**config.mk**
```make
export PLATFORM = sky130hd
export DESIGN_NAME = display_mux_ctrl
export DESIGN_NICKNAME = d
export VERILOG_FILES = /design/src/rtl/display_mux_ctrl.sv
export SDC_FILE = /design/constraint.sdc
export NUM_CORES = 1
export LEC_CHECK = 0
export ABC_AREA = 1
export CORE_MARGIN = 2
export CORE_UTILIZATION = 50
export DETAILED_ROUTE_END_ITERATION = 8
export PLACE_DENSITY = 0.81
export SYNTH_ARGS = -nofsm -noshare
export SYNTH_HDL_FRONTEND = slang
export SYNTH_SLANG_ARGS = --single-unit
```
**constraint.sdc**
```tcl
create_clock -name clk -period 1.3 [get_ports clk]
set_input_delay 0.26 -clock clk [delete_from_list [all_inputs] [get_ports clk]]
set_output_delay 0.26 -clock clk [all_outputs]
set_load 0.02 [all_outputs]
```
**src/rtl/display_mux_ctrl.sv**
```systemverilog
// Dual seven-segment time-multiplexing controller: one-hot digit/blank sequencer
// driving the encoder select and the two active-low anodes.
module display_mux_ctrl #(
    parameter int CLK_DIV      = 24000,
    parameter int BLANK_CYCLES = 16
) (
    input  logic clk,
    input  logic reset,
    input  logic blank_n,
    output logic sel,
    output logic an1_n,
    output logic an2_n,
    output logic digit_done
);

    localparam int M1 = (CLK_DIV > BLANK_CYCLES) ? CLK_DIV : BLANK_CYCLES;
    localparam int M2 = (M1 > 2) ? M1 : 2;
    localparam int CW = $clog2(M2);

    localparam logic [CW-1:0] DIG_LAST = CW'(CLK_DIV - 1);
    localparam logic [CW-1:0] BLK_LAST = CW'((BLANK_CYCLES > 0) ? BLANK_CYCLES - 1 : 0);
    localparam logic          NO_GAP   = (BLANK_CYCLES == 0);

    typedef enum logic [3:0] {
        S_DIG1    = 4'b0001,
        S_BLANK_A = 4'b0010,
        S_DIG2    = 4'b0100,
        S_BLANK_B = 4'b1000
    } state_t;

    state_t        state_q, state_d;
    logic [CW-1:0] count_q, count_d;

    always_ff @(posedge clk) begin
        if (!reset) begin
            state_q <= S_BLANK_B;
            count_q <= '0;
        end else begin
            state_q <= state_d;
            count_q <= count_d;
        end
    end

    // With no gap configured the blank states are passed through in zero time
    always_comb begin
        state_d = state_q;
        count_d = count_q + 1'b1;
        case (state_q)
            S_DIG1: if (count_q == DIG_LAST) begin
                state_d = NO_GAP ? S_DIG2 : S_BLANK_A;
                count_d = '0;
            end
            S_BLANK_A: if (NO_GAP || count_q == BLK_LAST) begin
                state_d = S_DIG2;
                count_d = '0;
            end
            S_DIG2: if (count_q == DIG_LAST) begin
                state_d = NO_GAP ? S_DIG1 : S_BLANK_B;
                count_d = '0;
            end
            S_BLANK_B: if (NO_GAP || count_q == BLK_LAST) begin
                state_d = S_DIG1;
                count_d = '0;
            end
            default: begin
                state_d = S_BLANK_B;
                count_d = '0;
            end
        endcase
    end

    logic dig1, dig2;
    assign dig1 = (state_q == S_DIG1);
    assign dig2 = (state_q == S_DIG2);

    // sel leads the anode: it flips on blank entry so the encoder settles early
    assign sel        = (state_q == S_BLANK_A) || dig2;
    assign an1_n      = ~(dig1 & blank_n);
    assign an2_n      = ~(dig2 & blank_n);
    assign digit_done = (dig1 || dig2) && (count_q == DIG_LAST);

endmodule
```
---- After elaboration in Yosys (flattened, before gate mapping) ----
Index checks and enable logic that the tools add are counted.
storage, ports and cells
  register bits ........................... 19
  input port bits ......................... 3
  output and inout port bits .............. 4
cells by class
  add/sub/neg operators ................... 1
  eq/ne operators ......................... 10
  mux-type cells .......................... 8
  bitwise gates (word level) .............. 4
  reduce and logical (&&, ||, !) cells .... 6
operator list
  operator                 count
  $mux W15                 2
  $pmux W15 S2             1
  $mux W4                  4
  $pmux W4 S4              1
  $add A15 B1 Y15 const B  1
  $eq A15 B15 Y1 const B   1
  $eq A15 B4 Y1 const B    1
  $eq A4 B1 Y1 const B     1
  $eq A4 B2 Y1 const B     1
  $eq A4 B3 Y1 const B     1
  $eq A4 B4 Y1 const B     1
  $ne A2 B1 Y1 const B     2
  $ne A2 B2 Y1 const B     2
  $reduce_and A4 Y1        1
  $reduce_or A2 Y1         2
  $and A1 B1 Y1            2
  $logic_or A1 B1 Y1       2
  $not A1 Y1               2
  $logic_and A1 B1 Y1      1

---- Longest topological paths before layout ----
Gate-level depths: netlist (run 1).
  depth in word-level cells ............... 3
  mapped depth ............................ 10

---- Least setup slack after synthesis (run 1) ----
Ideal clock, no wire load.
  path type ............................... reg2out
  from .................................... reg count_q[0]
  to ...................................... out digit_done
  data arrival time ....................... 1.469 ns
  required time ........................... 1.040 ns
  setup slack ............................. -0.429 ns
  stages on the path, launching flop included .. 4
  cells stage by stage .................... dfxtp_1 ha_1 nand3_2 nor4b_1
on the way
  word-level cells in the longest chain between the ends .. 2
RTL lines
  what                      RTL line  text
  start: declaration        32        logic [CW-1:0] count_q, count_d;
  start signal: assignment  40        count_q <= count_d;
  $eq A15 B15 Y1            80        assign digit_done = (dig1 || dig2) && (count_q == DIG_LAST);
  $logic_and A1 B1 Y1       80
  end: declaration          13        output logic digit_done
Every way passes these cells.

---- Worst setup path after layout (run 1) ----
  from .................................... reg count_q[10]
  to ...................................... out digit_done
Same word-level chain as after synthesis.

==> metrics.yaml, run 1 <==
met2_usage: 0.498
synth_area_leader_cell: "dfxtp_1"
row_count: 16
seq_area_frac_synth: 0.349
nNetsFinal: 218
p_leak_uw: 0.000785
status: "finished with violations"
critical_path_class: "flip-flop to output port"
syn_area_um2: 1090
ys_types: 21
vias_per_cell: 5.78
worstSetupEndpointType: "output port"
path_max_fanout: 3
finalSetupTns_ps: -4260
gr-usage-met3: 0.0536
seq_power_share: 0.279
first_global_vias: 1297
slew_violations: 0
core_um2: 2000
rsz0062_at_grt: "true"
ctsHoldBuffers: 0
route.vias.total: 1386
pwr-share-clk: 0.107
layout.cells.non_filler: 240
drt-pass1-iter-count: 5
fp.dieArea_um2: 2570
fill_cells: 81
cts_tree: "yes"
syn_nets: 162
cp.required_ps: 1040
clk_pin_slew_worst_paths_ps: 120
start_util: 0.545
tightestPinTransition_ps: 505
cts-root-buf: "clkbuf_4"
ioPinCount: 7
syn_area_per_cell_um2: 6.91
io_buffers: 6
cts_sinks: 19
fmax_ghz: 0.587
hold_violations: 0
drive_above_1_share: 0.592
synthCells: 158
top_usage_layer: "met2"
wl_per_cell_um: 19.9
final.setup.worst_slack_ps: -403
finalWirelength_mm: 4.78
die_width_um: 50.7
clk_latency_ps: 310
ys_top_cells_by_area: "dfxtp_1 (35%), nand2_1 (11%), nor2_1 (10%)"
synth_warnings: 0
fin_crit_sh: 1.31
antenna_found_initial: 0
cp-start-kind: "flip-flop"
p_per_area_nw_per_um2: 1600
globalRouteMet1Util: 0.320
power.internal_uw: 1580
routabilityCongestion: 0.820
num_antenna_cells: 0
synth_top_area_share: 0.349
place_inst: 226
grt_max_degree: 11
htree_levels: 1
vdd_drop_max_v: 0.00158
crit_arrival_ps: 1440
violations: "setup timing"
cts_buffers: 3
power_switching_uw: 1350
swShare: 0.460
final_cell_mix: "buf_4 (40), nand2_1 (22), nor2_1 (20)"
die_y_um: 50.7
grt.overflow.total: 0
drt_iter0_markers: 115
grt.total_usage: 0.281
r2r_slack_ps: -330
skew_ps: 6.53
antenna_left: 0
grt_pass1_wl_mm: 5.46
cap_viol_max_count: 0
dp_hpwl_mm: 2.17
area_growth_pct: 67.4
min_period_ps: 1700
ctsLongestPathBuffers: 2
p_comb_frac: 0.614
finalSetupViolCount: 23
final_common_cell: "buf_4"
relSlewSlack: 0.663
hp-class: "flip-flop to flip-flop"
synth-seq-cells: 19
drc: 0
## area by class of cell
class / instances / area (µm²) / area share
tap: 27 / 33.8 / 0.0185
clock buffer: 4 / 26.3 / 0.0144
sequential: 19 / 399 / 0.218
inverter: 18 / 75.1 / 0.0411
multi-input combinational: 121 / 873 / 0.478
timing repair buffer: 51 / 419 / 0.229
## worst paths after layout
path,from,to,cells after the start
hold / removal,count_q[0],count_q[0],2
setup reg to reg,count_q[14],state_q[0],9
hold reg to reg,count_q[0],count_q[0],2
setup / recovery,count_q[10],digit_done,7
## per-stage QoR
stage               setup slack, ps  power, µW  instance area, µm²  utilization  hold WS [ps]
finish                         -403       2930                1830        0.913           551
global route                   -451       3070                1830        0.913           562
CTS                            -320       2240                1580        0.791           537
detailed placement             -502       1730                1490        0.742           506
global placement               -468       1670                1490        0.742           496
floorplan                     -19.4       1450                1140            -           381
## cells in the mapped netlist
library cell  number
a21oi_1            4
buf_12             1
clkinv_1           1
dfxtp_1           19
ha_1               1
inv_1             15
inv_2              2
nand2_1           32
nand2_2            5
nand2_4            3
nand3_1           12
nand3_2            1
nand3b_1           1
nand4_1            3
nor2_1            30
nor2_2            12
nor3_1             4
nor4b_1            1
o21ai_0            1
xnor2_1            2
xor2_1             8
## power by group through the flow
stage	Combinational, µW	Sequential [µW]	Clock, µW
finish	1800	817	315
floorplan	709	739	0
CTS	1180	750	311
detailed placement	977	749	0
global route	1920	817	334
global placement	926	741	0
## state kept, by name (all words and copies together) (netlist names)
name,cells
count_q,15
state_q,4
## critical path, stage by stage, from the launching register on
cell	delay, ps
dfxtp_2	360
nand2_2	80
inv_2	70
nand2_2	60
inv_2	70
nand3_2	80
nor4b_4	240
buf_4	180
## routing by layer
layer	share of wire	vias up
met3	0.085	44
met2	0.49	103
met5	0	-
li1	-	606
met1	0.35	633
met4	0.081	0
## logic make-up (layout without fill, tap and decap cells)
| family | count (synthesis) | after routing | synth area share |
|---|---|---|---|
| xor+xnor | 10 | 10 | 0.0803 |
| buf+inv | 19 | 73 | 0.0803 |
| flops | 19 | 19 | 0.349 |
| simple gates | 104 | 105 | 0.456 |
| fa+ha+maj | 1 | 1 | 0.0115 |
| compound gates | 5 | 5 | 0.0229 |
## repair_timing
item / 4_1_cts / 5_1_grt
gates cloned: 1 / 0
endpoints found under the setup margin: 23 / 23
pin swaps: 9 / 19
gates resized for setup: 32 / 55
setup buffers: 4 / 6
hold endpoints to repair: 0 / 0
No activity file was read; power rests on OpenSTA's default activity.
==> run 2: changes to the inputs <==
PLACE_DENSITY = 0.69   (was 0.81)
clock period = 2 ns   (was 1.3 ns; I/O delays follow)
==> metrics.yaml, run 2 (same netlist as run 1, synthesis figures left out) <==
htree_levels: 1  # unchanged
pre_cts_slack_ps: -19.4  # +483 ps
finalWirelength_mm: 2.27  # -53%
r2r_slack_ps: 450  # +780 ps
core_um2: 2000  # unchanged
area_growth_pct: 18.9
place_area_um2: 1270  # -14%
met2_usage: 0.355  # -0.143
path_max_fanout: 3  # unchanged
crit_arrival_ps: 1450  # about the same
antenna_left: 0  # unchanged
slew_violations: 0  # unchanged
final_common_cell: "nand2_1"
vdd_drop_max_v: 0.000964  # -39%
post-cts-setup-buffers: 0  # -4
worstReg2RegStart: "count_q[0]"
grt.overflow.total: 0  # unchanged
cts_buffers: 3  # unchanged
layout.cells.non_filler: 208  # -13%
grt_max_degree: 15  # +4
cts-root-buf: "clkbuf_4"
cts_resized: 7  # -78%
io_buffers: 6  # unchanged
globalRouteMet1Util: 0.270  # -0.0499
cp.required_ps: 1600  # +560 ps
fin_crit_sh: 0.924
gr-usage-met3: 0.0357  # -0.0179
routabilityCongestion: 0.827  # +0.83%
cap_viol_max_count: 0  # unchanged
ctsLongestPathBuffers: 2  # unchanged
grt_pass1_wl_mm: 4.13  # -24%
worstSetupEndpointType: "output port"
min_period_ps: 1850
finalSetupViolCount: 0  # -100%
final_cell_mix: "nand2_1 (32), nor2_1 (30), dfxtp_1 (19)"
status: "completed"
wl_per_cell_um: 10.9  # -45%
row_count: 16  # unchanged
place_inst: 204  # -9.7%
tightestPinTransition_ps: 269  # -235 ps
cts_sinks: 19  # unchanged
clk_latency_ps: 310  # about the same
die_width_um: 50.7  # unchanged
min-delay-start: "count_q[0]"
vias_per_cell: 4.84  # -16%
relSlewSlack: 0.820  # +0.157
largest_reg_flops: 15  # unchanged
finalInstanceArea_um2: 1300  # -29%
hold_violations: 0  # unchanged
reg2reg_to: "count_q[14]"
holdPathStages: 2  # unchanged
final.setup.worst_slack_ps: 152  # +555 ps
drive_above_1_share: 0.232  # -0.360
cp-start-kind: "flip-flop"
drt-pass1-iter-count: 4  # -1
regMostFlops: "count_q"
drt_iter0_markers: 29  # -75%
hp-class: "flip-flop to flip-flop"
critPathLaunch: "count_q[10]"
ctsHoldBuffers: 0  # unchanged
start_util: 0.545  # unchanged
ioPinCount: 7  # unchanged
p_leak_uw: 0.000558  # -29%
die_y_um: 50.7  # unchanged
first_global_vias: 1013  # -22%
finalSetupTns_ps: 0  # +4260 ps
drc: 0  # unchanged
nNetsFinal: 186  # -15%
crit_path_end: "digit_done"
dp_hpwl_mm: 1.79  # -17%
top_usage_layer: "met2"
reg2reg_depth: 9  # unchanged
p_per_area_nw_per_um2: 936  # -42%
reg_top3: "count_q: 15 flops, state_q: 4 flops"
fp.dieArea_um2: 2570  # unchanged
fill_cells: 178  # +120%
antenna_found_initial: 0  # unchanged
cts_tree: "yes"
skew_ps: 4.46  # -2.07 ps
fmax_ghz: 0.541
clk_pin_slew_worst_paths_ps: 110  # about the same
critical_path_class: "flip-flop to output port"
grt.total_usage: 0.215  # -0.0664
num_antenna_cells: 0  # unchanged
route.vias.total: 1007  # -27%
==> run 2: cell count changes in the layout (fill, tap and decap cells not counted), moves of 5 or more <==
| cell | before | now |
|---|---|---|
| buf_4 | 40 | 14 |
| buf_6 | 7 | 0 |
| dfxtp_1 | 8 | 19 |
| dfxtp_2 | 9 | 0 |
| inv_1 | 10 | 15 |
| nand2_1 | 22 | 32 |
| nand2_2 | 11 | 5 |
| nand3_1 | 5 | 12 |
| nand3_2 | 7 | 1 |
| nor2_1 | 20 | 30 |
| nor2_4 | 9 | 0 |
==> run 2: cell type report <==
cell class                 count  area [µm²]  area share
timing repair buffer          20         160       0.123
inverter                      18        67.6      0.0521
clock buffer                   4        26.3      0.0203
sequential                    19         380       0.293
tap                           27        33.8      0.0260
multi-input combinational    120         629       0.485
==> run 2: report_power, final <==
group | switching, µW | internal (µW) | total (µW)
Sequential | 33.4 | 431 | 465
Clock | 124 | 78.0 | 202
Combinational | 340 | 207 | 548
==> run 2: worst min path at each step <==
stage | end | slack [ps]
finish | count_q[0] | 530
global route | count_q[0] | 550
CTS | count_q[0] | 540
detailed placement | count_q[0] | 520
global placement | state_q[1] | 500
floorplan | count_q[0] | 430
==> run 2: through the flow <==
stage               power (µW)   util  hold slack [ps]
floorplan                  927      -              427
global placement          1010  0.634              496
detailed placement        1030  0.634              520
CTS                       1230  0.644              539
global route              1320  0.648              548
finish                    1210  0.648              534
==> run 2: critical path, cell delays in order (launching register included) <==
cell     delay [ps]
dfxtp_1         360
nand2_1          80
inv_1            90
nand2_2          60
inv_1            60
nand3_1          70
nor4b_2         220
buf_2           200
==> run 2: metal layers <==
metal | vias to the layer above | share of wire
met5 | - | 0
met4 | 0 | 0.014
met3 | 4 | 0.029
li1 | 537 | -
met2 | 7 | 0.49
met1 | 459 | 0.47
